$ cat config.mk
export PLATFORM = sky130hd
export DESIGN_NAME = alpaca_bfly_sched_flat
export DESIGN_NICKNAME = d
export VERILOG_FILES = /design/src/rtl/alpaca_bfly_sched_if.sv /design/src/rtl/alpaca_bfly_sched.sv /design/src/flat_wrapper.sv
export SDC_FILE = /design/constraint.sdc
export NUM_CORES = 1
export LEC_CHECK = 0
export CAP_MARGIN = 20
export CORE_ASPECT_RATIO = 1.2
export CORE_UTILIZATION = 58
export CTS_BUF_LIST = sky130_fd_sc_hd__clkbuf_4
export CTS_CLUSTER_SIZE = 24
export DETAILED_ROUTE_END_ITERATION = 16
export HOLD_SLACK_MARGIN = 0.03
export PLACE_DENSITY_LB_ADDON = 0.1
export SLEW_MARGIN = 20
export SYNTH_ARGS = -nofsm -noshare
export SYNTH_HDL_FRONTEND = slang
export SYNTH_SLANG_ARGS = --single-unit
$ cat constraint.sdc
create_clock -name clk -period 5.2 [get_ports clk]
set_input_delay 1.04 -clock clk [delete_from_list [all_inputs] [get_ports clk]]
set_output_delay 1.04 -clock clk [all_outputs]
set_load 0.005 [all_outputs]
$ cat src/rtl/alpaca_bfly_sched_if.sv
// Handshake and address bus between the butterfly sequencer and its
// sample RAM / twiddle ROM / datapath neighbours.
interface alpaca_bfly_sched_if #(
  parameter int FFT_LEN = 64
);
  localparam int LOGN = $clog2(FFT_LEN);
  localparam int SW   = $clog2(LOGN);

  logic            start;
  logic            busy;
  logic            done;
  logic            rd_en;
  logic [LOGN-1:0] rd_addr_a;
  logic [LOGN-1:0] rd_addr_b;
  logic [LOGN-2:0] tw_idx;
  logic [SW-1:0]   stage;
  logic            wr_en;
  logic [LOGN-1:0] wr_addr_a;
  logic [LOGN-1:0] wr_addr_b;
  logic            wr_scale;

  modport master (
    input  start,
    output busy, done,
    output rd_en, rd_addr_a, rd_addr_b, tw_idx, stage,
    output wr_en, wr_addr_a, wr_addr_b, wr_scale
  );

  modport slave (
    output start,
    input  busy, done,
    input  rd_en, rd_addr_a, rd_addr_b, tw_idx, stage,
    input  wr_en, wr_addr_a, wr_addr_b, wr_scale
  );
endinterface

$ cat src/rtl/alpaca_bfly_sched.sv
// In-place radix-2 DIT FFT sequencer: issues one butterfly per cycle and
// replays its addresses and scale flag aligned to the butterfly output.
//
//   state | meaning
//   ------+---------------------------------------------------------------
//   IDLE  | waiting for start; s and j cleared on acceptance
//   RUN   | one butterfly read issued per cycle, j counts 0..FFT_LEN/2-1
//   DRAIN | PIPE_LAT cycles without reads so the stage's writes land
//   DONE  | single-cycle done pulse, back to IDLE
module alpaca_bfly_sched #(
  parameter int FFT_LEN  = 64,
  parameter int RD_LAT   = 1,
  parameter int BFLY_LAT = 2,
  parameter logic [$clog2(FFT_LEN)-1:0] SCALE_SCHED = '1
) (
  input logic clk,
  input logic rst,
  alpaca_bfly_sched_if.master bus
);

  localparam int LOGN     = $clog2(FFT_LEN);
  localparam int SW       = $clog2(LOGN);
  localparam int JW       = LOGN - 1;
  localparam int PIPE_LAT = RD_LAT + BFLY_LAT;
  localparam int CW       = $clog2(PIPE_LAT + 1);

  localparam logic [JW-1:0] J_LAST   = JW'(FFT_LEN / 2 - 1);
  localparam logic [SW-1:0] S_LAST   = SW'(LOGN - 1);
  localparam logic [CW-1:0] CNT_INIT = CW'(PIPE_LAT - 1);

  typedef enum logic [1:0] {
    IDLE  = 2'd0,
    RUN   = 2'd1,
    DRAIN = 2'd2,
    DONE  = 2'd3
  } state_t;

  typedef struct packed {
    logic            en;
    logic [LOGN-1:0] a;
    logic [LOGN-1:0] b;
    logic            sc;
  } wb_t;

  state_t          state;
  logic [SW-1:0]   s;
  logic [JW-1:0]   j;
  logic [CW-1:0]   drain_cnt;
  logic            rd_en_q;
  logic            busy_q;
  logic            done_q;

  logic [LOGN-1:0] jx;
  logic [LOGN-1:0] span;
  logic [LOGN-1:0] pos;
  logic [LOGN-1:0] grp;
  logic [LOGN-1:0] addr_a;
  logic [LOGN-1:0] addr_b;
  logic [JW-1:0]   tw_c;
  logic            scale_c;

  wb_t             pipe [PIPE_LAT];
  wb_t             issue;

  always_ff @(posedge clk or posedge rst) begin
    if (rst) begin
      state     <= IDLE;
      s         <= '0;
      j         <= '0;
      drain_cnt <= '0;
      rd_en_q   <= 1'b0;
      busy_q    <= 1'b0;
      done_q    <= 1'b0;
    end else begin
      done_q <= 1'b0;
      case (state)
        IDLE: begin
          if (bus.start) begin
            state   <= RUN;
            s       <= '0;
            j       <= '0;
            rd_en_q <= 1'b1;
            busy_q  <= 1'b1;
          end
        end
        RUN: begin
          if (j == J_LAST) begin
            j         <= '0;
            drain_cnt <= CNT_INIT;
            rd_en_q   <= 1'b0;
            state     <= DRAIN;
          end else begin
            j <= j + JW'(1);
          end
        end
        DRAIN: begin
          // Down-counter terminal count ends the drain window.
          if (drain_cnt == '0) begin
            if (s == S_LAST) begin
              state  <= DONE;
              done_q <= 1'b1;
            end else begin
              s       <= s + SW'(1);
              rd_en_q <= 1'b1;
              state   <= RUN;
            end
          end else begin
            drain_cnt <= drain_cnt - CW'(1);
          end
        end
        DONE: begin
          busy_q <= 1'b0;
          state  <= IDLE;
        end
        default: begin
          state   <= IDLE;
          rd_en_q <= 1'b0;
          busy_q  <= 1'b0;
        end
      endcase
    end
  end

  // Butterfly j of stage s: group grp, offset pos inside a span-wide half.
  always_comb begin
    jx      = {1'b0, j};
    span    = LOGN'(1) << s;
    pos     = jx & (span - LOGN'(1));
    grp     = jx >> s;
    addr_a  = ((grp << s) << 1) | pos;
    addr_b  = addr_a | span;
    tw_c    = JW'(pos << (S_LAST - s));
    scale_c = SCALE_SCHED[s];
  end

  always_comb begin
    issue    = '0;
    issue.en = rd_en_q;
    if (rd_en_q) begin
      issue.a  = addr_a;
      issue.b  = addr_b;
      issue.sc = scale_c;
    end
  end

  always_ff @(posedge clk or posedge rst) begin
    if (rst) begin
      for (int i = 0; i < PIPE_LAT; i++) pipe[i] <= '0;
    end else begin
      pipe[0] <= issue;
      for (int i = 1; i < PIPE_LAT; i++) pipe[i] <= pipe[i-1];
    end
  end

  assign bus.busy      = busy_q;
  assign bus.done      = done_q;
  assign bus.rd_en     = rd_en_q;
  assign bus.rd_addr_a = issue.a;
  assign bus.rd_addr_b = issue.b;
  assign bus.tw_idx    = rd_en_q ? tw_c : '0;
  assign bus.stage     = rd_en_q ? s : '0;
  assign bus.wr_en     = pipe[PIPE_LAT-1].en;
  assign bus.wr_addr_a = pipe[PIPE_LAT-1].a;
  assign bus.wr_addr_b = pipe[PIPE_LAT-1].b;
  assign bus.wr_scale  = pipe[PIPE_LAT-1].sc;

endmodule

$ cat src/flat_wrapper.sv
// flat-port wrapper written by rule: the top's interface ports become plain ports
module alpaca_bfly_sched_flat 
#(
  parameter int FFT_LEN  = 64,
  parameter int RD_LAT   = 1,
  parameter int BFLY_LAT = 2,
  parameter logic [$clog2(FFT_LEN)-1:0] SCALE_SCHED = '1
)
  (clk, rst, bus_start, bus_busy, bus_done, bus_rd_en, bus_rd_addr_a, bus_rd_addr_b, bus_tw_idx, bus_stage, bus_wr_en, bus_wr_addr_a, bus_wr_addr_b, bus_wr_scale);
  alpaca_bfly_sched_if #(.FFT_LEN(FFT_LEN)) bus_i ();
  input logic clk;
  input logic rst;
  input wire logic [$bits(bus_i.start)-1:0] bus_start;
  output wire logic [$bits(bus_i.busy)-1:0] bus_busy;
  output wire logic [$bits(bus_i.done)-1:0] bus_done;
  output wire logic [$bits(bus_i.rd_en)-1:0] bus_rd_en;
  output wire logic [$bits(bus_i.rd_addr_a)-1:0] bus_rd_addr_a;
  output wire logic [$bits(bus_i.rd_addr_b)-1:0] bus_rd_addr_b;
  output wire logic [$bits(bus_i.tw_idx)-1:0] bus_tw_idx;
  output wire logic [$bits(bus_i.stage)-1:0] bus_stage;
  output wire logic [$bits(bus_i.wr_en)-1:0] bus_wr_en;
  output wire logic [$bits(bus_i.wr_addr_a)-1:0] bus_wr_addr_a;
  output wire logic [$bits(bus_i.wr_addr_b)-1:0] bus_wr_addr_b;
  output wire logic [$bits(bus_i.wr_scale)-1:0] bus_wr_scale;
  assign bus_i.start = bus_start;
  assign bus_busy = bus_i.busy;
  assign bus_done = bus_i.done;
  assign bus_rd_en = bus_i.rd_en;
  assign bus_rd_addr_a = bus_i.rd_addr_a;
  assign bus_rd_addr_b = bus_i.rd_addr_b;
  assign bus_tw_idx = bus_i.tw_idx;
  assign bus_stage = bus_i.stage;
  assign bus_wr_en = bus_i.wr_en;
  assign bus_wr_addr_a = bus_i.wr_addr_a;
  assign bus_wr_addr_b = bus_i.wr_addr_b;
  assign bus_wr_scale = bus_i.wr_scale;
  alpaca_bfly_sched #(.FFT_LEN(FFT_LEN), .RD_LAT(RD_LAT), .BFLY_LAT(BFLY_LAT), .SCALE_SCHED(SCALE_SCHED)) u_core (.clk(clk), .rst(rst), .bus(bus_i));
endmodule
**Word-level counts from Yosys, hierarchy flattened**

Memory sizes are Yosys's and may differ from the RTL's.
Index checks and enable logic that the tools add are counted.
W data, S select, Z words.

- Mux-type cells: 27
- Shifts and indexed selects: 4
- $lt $le $gt $ge: 1
- Bitwise gates (word level): 3
- Equality and inequality tests: 10
- Add/sub/neg operators: 5
- Reductions and logical operators: 13

Operators with widths:

| operator | number |
|---|---|
| $mux W5 | 3 |
| $mux W13 | 1 |
| $mux W3 | 4 |
| $or A6 B6 Y6 | 2 |
| $shl A6 B3 Y5 | 2 |
| $mux W2 | 5 |
| $pmux W5 S2 | 1 |
| $mux W1 | 8 |
| $pmux W2 S4 | 1 |
| $reduce_bool A2 Y1 | 4 |
| $and A5 B6 Y6 | 1 |
| $ne A2 B2 Y1 const B | 3 |
| $pmux W3 S2 | 1 |
| $reduce_and A3 Y1 | 2 |
| $shl A1 B3 Y6 const A | 1 |
| $shr A5 B3 Y6 | 1 |
| $sub A6 B1 Y6 const B | 1 |
| $add A5 B1 Y5 const B | 1 |
| $eq A5 B5 Y1 const B | 1 |
| $reduce_and A5 Y1 | 1 |
| $eq A2 B2 Y1 const B | 2 |
| $logic_not A2 Y1 | 2 |
| $lt A3 B4 Y1 const B | 1 |
| $ne A2 B1 Y1 const B | 2 |
| other kinds (11) | 12 |

- Bits in registers: 57
- Input bits: 3
- Output and inout bits: 37
- Memories: 1
- Logic and storage cells: 83
- Bits in read-only memories: 8

Memory list:

| memory | depth | bits a word | read ports | clocked after memory_dff | write ports | RTL line | text |
|---|---|---|---|---|---|---|---|
| (name not given) | 8 | 1 | 1 | 0 | 0 | alpaca_bfly_sched.sv:133 | `scale_c = SCALE_SCHED[s];` |

**Logic depth before layout (Yosys ltp)**

Gate-level depths: netlist of run 1.

- Word-level depth: 6
- Gate-level depth with buffers: 7
- Depth with buffers taken out: 6

**Worst setup path after synthesis of run 1**

No wires, ideal clock.

- Kind: register to output
- Start point: register u_core.s[1]
- End point: output port bus_tw_idx[4]
- Required time: 4160 ps
- Arrival time: 1934 ps
- Stages on the path, launching flop included: 8
- Setup slack: 2226 ps
- Path buffers: 1
- Cells stage by stage: dfrtp_1 buf_2 inv_1 ha_1 nor3_1 or3_4 and4_4 o311a_1

- Longest elaborated chain between the ends: 5
- Elaborated cells on any way between the ends: 6

RTL lines:

| what | RTL line | text |
|---|---|---|
| start: declaration | alpaca_bfly_sched.sv:46 | `logic [SW-1:0] s;` |
| start signal: assignment | alpaca_bfly_sched.sv:103 | `s <= s + SW'(1);` |
| $shl A1 B3 Y6 | alpaca_bfly_sched.sv:127 | `span = LOGN'(1) << s;` |
| $sub A6 B1 Y6 | alpaca_bfly_sched.sv:128 | `pos = jx & (span - LOGN'(1));` |
| $and A5 B6 Y6 | alpaca_bfly_sched.sv:128 |  |
| $shl A6 B3 Y5 * | alpaca_bfly_sched.sv:132 | `tw_c = JW'(pos << (S_LAST - s));` |
| $mux W5 * | alpaca_bfly_sched.sv:160 | `assign bus.tw_idx = rd_en_q ? tw_c : '0;` |
| end: declaration | flat_wrapper.sv:19 | `output wire logic [$bits(bus_i.tw_idx)-1:0] bus_tw_idx;` |

Every way passes the cells marked *; elsewhere a longest branch is shown, timed or not.

**Final worst setup path of run 1**

- Start point: register u_core.s[1]
- End point: output port bus_tw_idx[3]

Same word-level chain as after synthesis.

==> flow_summary.json, run 1 <==
{
  "status": "finished clean",
  "cap_violations": 0,
  "vias": 1578,
  "clk_pin_slew_ns": 0.16,
  "synth_common_cells": "54 x dfrtp_1, 19 x nand2_1, 16 x nor2_1",
  "synth.largest_area_cell": "dfrtp_1",
  "cts_inserted_buffers": 5,
  "crit_required_ns": 4.16,
  "place_hpwl_mm": 3.091,
  "nNetsFinal": 247,
  "max_freq_ghz": 0.2476,
  "maxSlewHeadroom": 0.4318,
  "endpoint": "bus_tw_idx[3]",
  "reg2reg_from": "u_core.s[1]$_DFFE_PP0P_",
  "rsz0062_at_grt": "no",
  "max_slew.worst_pin.slew_ns": 0.8514,
  "yosysSeqAreaShare": 0.5813,
  "ctsHoldBuffers": 0,
  "cp_top_family": "buffers and inverters",
  "startpoint_type": "flip-flop",
  "drt-vias-per-instance": 5.537,
  "crit_buf_inv": 2,
  "hold_viol": 0,
  "grt_pass1_vias": 1491,
  "arrival_ns": 3.00,
  "drt_iter0_markers": 71,
  "critical_path.endpoint_type": "output port",
  "nFillCells": 293,
  "grt-ovfl-total": 0,
  "antenna_found_initial": 0,
  "ys_top_cells_by_area": "dfrtp_1 58%, ha_1 6.5%, buf_4 4.2%",
  "intPower_uw": 477.7,
  "ys_async_sr_fraction": 1.000,
  "leakage_nw": 1.222,
  "ys_types": 41,
  "power.total_uw": 619.0,
  "wirelength_mm": 4.245,
  "cts.sinks": 54,
  "yosysWarnings": 0,
  "setup_viol": 0,
  "r2r_end": "u_core.pipe[38]$_DFF_PP0_",
  "p_per_area_nw_per_um2": 228.8,
  "peakVddDrop_mv": 0.1687,
  "finalInstanceArea_um2": 2705,
  "r2r_slack_ns": 3.10,
  "crit_chain": "inv_1 > ha_1 > nor3_1 > or3_4 > nand4_1 > a221oi_1 > clkdlybuf4s50_1",
  "antenna_left": 0,
  "grt_pass1_wl_mm": 7.051,
  "place_inst": 277,
  "report.final.slew_viol_count": 0,
  "htreeDepth": 2,
  "wl_per_cell_um": 14.89,
  "insertedDiodeCount": 0,
  "setup_tns_ns": 0,
  "post_cts_buffers": 0,
  "yosys.cell_count.top_type": "dfrtp_1",
  "yosysTopAreaCellShare": 0.5813,
  "die_y_um": 71.35,
  "avgSynthCellArea_um2": 11.23,
  "cts-root-buf": "clkbuf_4",
  "hold_depth": 0,
  "fp-row-count": 24,
  "finalCriticalPeriod_ns": 4.040,
  "clockPowerShare": 0.302,
  "dpl-instance-area_um2": 2643,
  "start_util": 0.6243,
  "postCtsResizedCells": 0,
  "die_x_um": 59.80,
  "min_path_type": "flip-flop to flip-flop",
  "clockBufferDepth": 2,
  "switching_power_uw": 141.4,
  "min_period_over_period": 0.7768,
  "die-area_um2": 4266,
  "critPathKind": "flip-flop to output port",
  "comb_power_share": 0.018,
  "synth_nets": 222,
  "path_max_fanout": 13,
  "gp_congestion": 0.8477,
  "core_um2": 3724,
  "ys_ff_latch": 54,
  "grt_max_degree": 55,
  "swShare": 0.2284,
  "cp_slowest_cell": "dfrtp_1",
  "synthesis.area_um2": 2325,
  "synth_edf_count": 0,
  "rr_worst_depth": 6,
  "layout.cells.non_filler": 285,
  "drc": 0,
  "crit_start": "u_core.s[1]$_DFFE_PP0P_",
  "utilization": 0.7265,
  "portBuffers": 39,
  "worst_clock_skew_ns": 0.01841,
  "clk_latency_ns": 0.38,
  "synth_flop_cell": "dfrtp_1",
  "netlist_instances": 207,
  "slowest_delay_ns": 0.61,
  "grt_usage": 0.2242,
  "ios": 40,
  "drtPass1Iterations": 4,
  "areaGrowthSynthToFinish_pct": 16.36,
  "crit_cells": 7,
  "drive_gt1_frac": 0.05579,
  "cts_tree": "built",
  "seqPwrFrac": 0.680
}
[kinds of logic after synthesis]
| group | after synthesis | share of synthesized area |
|---|---|---|
| xor+xnor | 1 | 0.003768 |
| fa+ha+maj | 12 | 0.06458 |
| simple gates | 63 | 0.1383 |
| flops | 54 | 0.5813 |
| buf+inv | 31 | 0.07535 |
| compound gates | 41 | 0.1152 |
| mux | 5 | 0.02153 |
[worst reg2reg max path: stages (launching register included)]
cell and delay (ns):
dfrtp_1 0.61, inv_1 0.26, ha_1 0.30, nor3_1 0.30, o21ai_1 0.15, a31oi_1 0.26, nor2_1 0.10
[cell type report]
class                           instances  area [um2]  share of cell area
Clock buffer                            5       37.54             0.01388
Tap cell                               52       65.06             0.02405
Clock inverter                          3       23.77            0.008788
Multi-Input combinational cell        122       798.3              0.2951
Inverter                               10       38.79             0.01434
Timing Repair Buffer                   39       390.4              0.1443
Sequential cell                        54        1351              0.4995
[registers in the layout (all words and copies together), names as in the netlist]
| name | cells |
|---|---|
| u_core.bus.rd_en | 1 |
| u_core.state | 2 |
| u_core.bus.wr_addr_a | 6 |
| u_core.j | 5 |
| u_core.bus.done | 1 |
| u_core.drain_cnt | 2 |
| u_core.s | 3 |
| u_core.pipe | 26 |
| u_core.bus.busy | 1 |
| u_core.bus.wr_en | 1 |
| u_core.bus.wr_addr_b | 6 |
[layer usage]
metal / share of wire / global-route usage / vias up / routed length (um)
li1: - / - / 743 / -
met1: 0.42 / 0.3038 / 767 / 1784
met2: 0.50 / 0.3420 / 54 / 2111
met3: 0.049 / 0.04513 / 14 / 207
met4: 0.033 / 0.1111 / 0 / 142
met5: 0 / 0 / - / 0
[how the worst min path moves through the flow]
stage                         startpoint                                 to  slack (ns)
2_1_floorplan  u_core.pipe[21]$_DFF_PP0_  u_core.bus.wr_addr_a[0]$_DFF_PP0_        0.33
3_3_place_gp   u_core.pipe[34]$_DFF_PP0_          u_core.pipe[20]$_DFF_PP0_        0.33
3_5_place_dp   u_core.pipe[37]$_DFF_PP0_          u_core.pipe[23]$_DFF_PP0_        0.33
4_1_cts        u_core.pipe[41]$_DFF_PP0_          u_core.pipe[27]$_DFF_PP0_        0.37
5_1_grt        u_core.pipe[27]$_DFF_PP0_         u_core.bus.wr_en$_DFF_PP0_        0.37
6_report       u_core.pipe[27]$_DFF_PP0_         u_core.bus.wr_en$_DFF_PP0_        0.36
[power by group through the flow]
stage | clock network, mW | registers (mW) | logic (mW)
6_report | 0.187 | 0.421 | 0.0114
3_5_place_dp | 0 | 0.429 | 0.0121
2_1_floorplan | 0 | 0.429 | 0.00748
3_3_place_gp | 0 | 0.429 | 0.0117
4_1_cts | 0.194 | 0.421 | 0.0121
5_1_grt | 0.210 | 0.421 | 0.0138
[cell usage in the layout, fill, tap and decap left out, types with 6 or more instances in the layout]
master and count:
clkdlybuf4s50_1 39, a21oi_1 9, nand2_1 19, dfrtp_1 54
o21ai_0 13, and3_1 6, inv_1 7, nor2_1 16
ha_1 12
[through the flow]
step,hold WS (ns),worst slack [ns]
floorplan,0.3312,2.226
global placement,0.3315,1.709
CTS,0.3671,1.184
finish,0.3572,1.160
detailed placement,0.3347,1.639
global route,0.3658,0.9419
(Power assumes the default switching activity.)
==> run 2, diff against run 1 <==
--- a/config.mk
+++ b/config.mk
@@ -7,7 +7,7 @@
 export LEC_CHECK = 0
 export CAP_MARGIN = 20
 export CORE_ASPECT_RATIO = 1.2
-export CORE_UTILIZATION = 58
+export CORE_UTILIZATION = 54
 export CTS_BUF_LIST = sky130_fd_sc_hd__clkbuf_4
 export CTS_CLUSTER_SIZE = 24
 export DETAILED_ROUTE_END_ITERATION = 16
==> constraint.sdc (replaced) <==
create_clock -name clk -period 3.95 [get_ports clk]
set_input_delay 0.79 -clock clk [delete_from_list [all_inputs] [get_ports clk]]
set_output_delay 0.79 -clock clk [all_outputs]
set_load 0.005 [all_outputs]
==> run 2 against run 1 <==
  * Worst setup slack got worse by 0.96 ns
  * Global-route usage decreased by 0.83 points
  * Critical path depth unchanged
  * Critical endpoint is now bus_tw_idx[4]
  * Register-to-register slack got worse by 1.2 ns
  * Cell count increased by 0.70%
  * Highest routed layer unchanged
  * First-iteration DRC count increased by 13%
  * Sequential power increased by 32%
  * Sequential share of layout area increased by 0.069 points
  * Routed wire length increased by 1.9%
  * Via count increased by 0.70%
  * Flip-flop and latch count unchanged
  * Critical path type unchanged
  * Non-clock buffer count unchanged
==> flow_summary.json, run 2 (synthesis results as in run 1) <==
{
  "status": "finished clean",
  "r2r_end": "u_core.pipe[38]$_DFF_PP0_",
  "max_freq_ghz": 0.2664,
  "multi_input_area_um2": 798.3,
  "critPathKind": "flip-flop to output port",
  "clk_latency_ns": 0.37,
  "crit_required_ns": 3.16,
  "r2r_slack_ns": 1.93,
  "drive_gt1_frac": 0.06009,
  "ios": 40,
  "clockBufferDepth": 2,
  "finalInstanceArea_um2": 2706,
  "min_period_over_period": 0.9502,
  "drtPass1Iterations": 5,
  "antenna_found_initial": 0,
  "utilization": 0.6707,
  "crit_chain": "inv_1 > ha_1 > nor3_1 > or3_4 > and4_4 > o311a_1 > clkdlybuf4s50_1",
  "drc": 0,
  "layout_commonest_cell": "dfrtp_1",
  "grt_usage": 0.2159,
  "core_um2": 4035,
  "leakage_nw": 1.223,
  "path_max_fanout": 13,
  "wirelength_mm": 4.326,
  "cp_slowest_cell": "dfrtp_2",
  "place_inst": 279,
  "reg2reg_from": "u_core.s[1]$_DFFE_PP0P_",
  "crit_start": "u_core.s[1]$_DFFE_PP0P_",
  "place_hpwl_mm": 3.092,
  "p_per_area_nw_per_um2": 298.0,
  "dpl-instance-area_um2": 2645,
  "hp-start": "u_core.pipe[30]$_DFF_PP0_",
  "critical_path.endpoint_type": "output port",
  "whs_endpoint": "u_core.pipe[16]$_DFF_PP0_",
  "wl_per_cell_um": 15.07,
  "vias": 1589,
  "cap_violations": 0,
  "nFillCells": 293,
  "peakVddDrop_mv": 0.2190,
  "max_slew.worst_pin.slew_ns": 0.8561,
  "largest-register": "u_core.pipe",
  "start_util": 0.5761,
  "hold_depth": 0,
  "die_y_um": 73.88,
  "grt-ovfl-total": 0,
  "grt_pass1_wl_mm": 7.155,
  "arrival_ns": 2.96,
  "slowest_delay_ns": 0.52,
  "fp-row-count": 25,
  "clk_pin_slew_ns": 0.15,
  "htreeDepth": 2,
  "cp_top_family": "buffers and inverters",
  "grt_max_degree": 55,
  "setup_viol": 0,
  "setup_tns_ns": 0,
  "report.final.slew_viol_count": 0,
  "layout.cells.non_filler": 287,
  "die_x_um": 61.90,
  "rsz0062_at_grt": "no",
  "post_cts_buffers": 0,
  "cts_tree": "built",
  "drt_iter0_markers": 80,
  "cts_inserted_buffers": 5,
  "insertedDiodeCount": 0,
  "crit_buf_inv": 2,
  "seqCellArea_um2": 1354,
  "die-area_um2": 4572,
  "min_path_type": "flip-flop to flip-flop",
  "nNetsFinal": 247,
  "drt-vias-per-instance": 5.537,
  "maxSlewHeadroom": 0.4286,
  "finalCriticalPeriod_ns": 3.753,
  "startpoint_type": "flip-flop",
  "cts.sinks": 54,
  "worst_clock_skew_ns": 0.01339,
  "areaGrowthSynthToFinish_pct": 16.42,
  "cts-root-buf": "clkbuf_4",
  "hold_viol": 0,
  "gp_congestion": 0.9155,
  "mostFrequentLayoutCells": "52 x dfrtp_1, 39 x clkdlybuf4s50_1, 19 x nand2_1, 16 x nor2_1, 13 x o21ai_0",
  "largest_reg_flops": 26,
  "grt_pass1_vias": 1594,
  "portBuffers": 39,
  "antenna_left": 0,
  "rr_worst_depth": 6
}
[run 2: metal layers]
layer	part of all wire	track usage	vias to the layer above
met2	0.52	0.3668	68
li1	-	-	746
met4	0.045	0.1407	0
met1	0.38	0.2313	758
met5	0	0	-
met3	0.054	0.05282	17
[run 2: metrics by stage]
stage	hold slack, ns	worst slack, ns	total power, mW
3_3_place_gp	0.3318	0.6877	0.5801
4_1_cts	0.3672	0.08514	0.8183
2_1_floorplan	0.3312	1.226	0.5741
3_5_place_dp	0.3347	0.5141	0.5803
6_report	0.3566	0.1969	0.8064
5_1_grt	0.3672	0.001246	0.8438
[run 2: worst reg2reg max path, cell delays in order, from the launching register on]
cell	delay, ns
dfrtp_2	0.52
inv_1	0.28
ha_1	0.33
nor3_1	0.12
or3_4	0.36
a31oi_1	0.20
nor2_1	0.09
[run 2: worst max path at each step]
stage	endpoint	cells after the start	slack [ns]
after global routing	bus_tw_idx[3]	7	0.001
after floorplan	bus_tw_idx[4]	7	1.23
final	bus_tw_idx[4]	7	0.20
after detailed placement	bus_tw_idx[3]	7	0.51
after CTS	bus_tw_idx[3]	7	0.09
after global placement	bus_tw_idx[3]	7	0.69
[run 2: cell type report]
type                            count  area share
Timing Repair Buffer               39      0.1442
Inverter                           10     0.01433
Multi-Input combinational cell    122      0.2950
Sequential cell                    54      0.5002
Clock inverter                      3    0.007397
Tap cell                           54     0.02497
Clock buffer                        5     0.01387
[run 2: repair_timing]
item,CTS,global route
resized for setup,0,2
setup endpoints to repair,0,2
hold buffers,0,0
[run 2: power by group]
part	internal [mW]	switching, mW	total [mW]
logic	0.00365	0.0116	0.0152
clock network	0.0699	0.167	0.237
registers	0.553	0.000468	0.554
total	0.627	0.179	0.806
==> run 3, diff against run 2 <==
--- a/config.mk
+++ b/config.mk
@@ -7,9 +7,10 @@
 export LEC_CHECK = 0
 export CAP_MARGIN = 20
 export CORE_ASPECT_RATIO = 1.2
+export CORE_MARGIN = 2
 export CORE_UTILIZATION = 54
 export CTS_BUF_LIST = sky130_fd_sc_hd__clkbuf_4
-export CTS_CLUSTER_SIZE = 24
+export CTS_CLUSTER_SIZE = 30
 export DETAILED_ROUTE_END_ITERATION = 16
 export HOLD_SLACK_MARGIN = 0.03
 export PLACE_DENSITY_LB_ADDON = 0.1
==> run 3 against run 2 <==
  * Via count is 2.8% lower
  * Clock-buffer cell count unchanged
  * Combinational power is essentially flat
  * Critical path depth unchanged
  * Sequential share of layout area decreased by 0.55 points
  * First-iteration DRC count up 54%
  * Worst setup slack better by 0.027 ns
  * Fmax is 0.72% higher
  * Clock power grew 31%
  * Worst hold slack got worse by 0.0034 ns
  * Largest cell class unchanged
  * Largest power group unchanged
==> flow_summary.json, run 3 (synthesis results as in run 1) <==
{
  "status": "finished clean",
  "gp_congestion": 0.8662,
  "critical_path.endpoint_type": "output port",
  "min_path_type": "flip-flop to flip-flop",
  "crit_required_ns": 3.16,
  "portBuffers": 39,
  "die-area_um2": 4848,
  "path_max_fanout": 13,
  "dpl_worst_slack_ns": 0.5824,
  "clockBufferDepth": 2,
  "utilization": 0.6521,
  "drtPass1Iterations": 4,
  "worst_slack_ns": 0.2237,
  "setup_tns_ns": 0,
  "grt_pass1_wl_mm": 7.051,
  "wl_per_cell_um": 14.96,
  "arrival_ns": 2.94,
  "finalInstanceArea_um2": 2736,
  "cts_tree": "built",
  "critPathKind": "flip-flop to output port",
  "layout.cells.non_filler": 289,
  "drive_gt1_frac": 0.06438,
  "grt-ovfl-total": 0,
  "insertedDiodeCount": 0,
  "mostFrequentLayoutCells": "52 x dfrtp_1, 39 x clkdlybuf4s50_1, 19 x nand2_1, 16 x nor2_1, 13 x o21ai_0",
  "cap_violations": 0,
  "rsz0062_at_grt": "no",
  "cts.sinks": 54,
  "dpl-instance-area_um2": 2648,
  "die_x_um": 63.90,
  "peakVddDrop_mv": 0.1484,
  "areaGrowthSynthToFinish_pct": 17.71,
  "slowest_delay_ns": 0.52,
  "report.final.slew_viol_count": 0,
  "grt_pass1_vias": 1472,
  "place_inst": 281,
  "min_period_over_period": 0.9434,
  "layout_commonest_cell": "dfrtp_1",
  "die_y_um": 75.88,
  "grt_max_degree": 55,
  "maxSlewHeadroom": 0.4187,
  "cts-root-buf": "clkbuf_4",
  "grt_usage": 0.1957,
  "htreeDepth": 2,
  "cp_slowest_cell": "dfrtp_2",
  "drc": 0,
  "p_per_area_nw_per_um2": 321.4,
  "setup_viol": 0,
  "nNetsFinal": 247,
  "drt_iter0_markers": 123,
  "cts_inserted_buffers": 5,
  "worst_clock_skew_ns": 0.01444,
  "leakage_nw": 1.239,
  "start_util": 0.5540,
  "post_cts_buffers": 0,
  "drt-vias-per-instance": 5.346,
  "max_freq_ghz": 0.2684,
  "hold_viol": 0,
  "antenna_found_initial": 0,
  "core_um2": 4197,
  "startpoint_type": "flip-flop",
  "max_slew.worst_pin.slew_ns": 0.8710,
  "wirelength_mm": 4.322,
  "largest_reg_flops": 26,
  "nFillCells": 321,
  "clk_pin_slew_ns": 0.16,
  "largest-register": "u_core.pipe",
  "place_hpwl_mm": 3.166,
  "crit_chain": "inv_1 > ha_1 > nor3_1 > or3_4 > and4_4 > o311a_1 > clkdlybuf4s50_1",
  "finalCriticalPeriod_ns": 3.726,
  "vias": 1545,
  "antenna_left": 0,
  "fp-row-count": 26,
  "r2r_slack_ns": 2.00,
  "clk_latency_ns": 0.37,
  "ios": 40
}
run 3: cell types whose count changed in the layout (fill, tap and decap cells not counted):
cell / before / now
bufinv_16: 0 / 1
clkinv_1: 1 / 0
clkinv_4: 0 / 1
clkinvlp_4: 1 / 0
run 3: repair_timing:
item / CTS / global route
setup endpoints to repair: 0 / 2
gates resized for setup: 0 / 2
hold buffers: 0 / 0
run 3: through the flow:
step	power, mW	hold slack (ns)
after global routing	0.9182	0.3729
final	0.8795	0.3532
after detailed placement	0.5808	0.3347
after global placement	0.5798	0.3316
after CTS	0.8885	0.3629
after floorplan	0.5741	0.3312
run 3: per-layer routing:
metal / vias up / global-route usage / part of all wire
li1: 744 / - / -
met5: - / 0 / 0
met4: 0 / 0.05797 / 0.0079
met3: 4 / 0.05465 / 0.037
met2: 40 / 0.3507 / 0.52
met1: 757 / 0.2324 / 0.43
run 3: path summary, 6_finish.rpt:
check / startpoint / endpoint / cells past startpoint
setup / recovery: u_core.s[1]$_DFFE_PP0P_ / bus_tw_idx[4] / 7
hold / removal: u_core.pipe[16]$_DFF_PP0_ / u_core.bus.wr_addr_b[1]$_DFF_PP0_ / 0
hold reg to reg: u_core.pipe[16]$_DFF_PP0_ / u_core.bus.wr_addr_b[1]$_DFF_PP0_ / 0
min in group asynchronous: rst / u_core.pipe[27]$_DFF_PP0_ / 2
setup reg to reg: u_core.s[0]$_DFFE_PP0P_ / u_core.pipe[31]$_DFF_PP0_ / 6
max in group asynchronous: rst / u_core.s[1]$_DFFE_PP0P_ / 2
run 3: final cells by class:
type / count / area (um2) / share of cell area
inverter: 10 / 38.79 / 0.01417
sequential: 54 / 1354 / 0.4947
clock inverter: 3 / 47.55 / 0.01738
timing repair buffer: 39 / 390.4 / 0.1427
tap: 56 / 70.07 / 0.02561
clock buffer: 5 / 37.54 / 0.01372
multi-input combinational: 122 / 798.3 / 0.2917
run 3: worst max-delay path, delay by kind of cell, from the launching register on:
family | cells | cell delay, ns
adders and majority gates | 1 | 0.32
and+or+nand+nor | 3 | 0.65
buffers and inverters | 2 | 0.74
DFF | 1 | 0.52
AOI/OAI and AO/OA | 1 | 0.34
run 3: power breakdown:
group / total [mW] / internal [mW] / switching [mW]
registers: 0.554 / 0.554 / 0.000421
clock network: 0.310 / 0.137 / 0.173
logic: 0.0154 / 0.00366 / 0.0117
total: 0.879 / 0.694 / 0.185
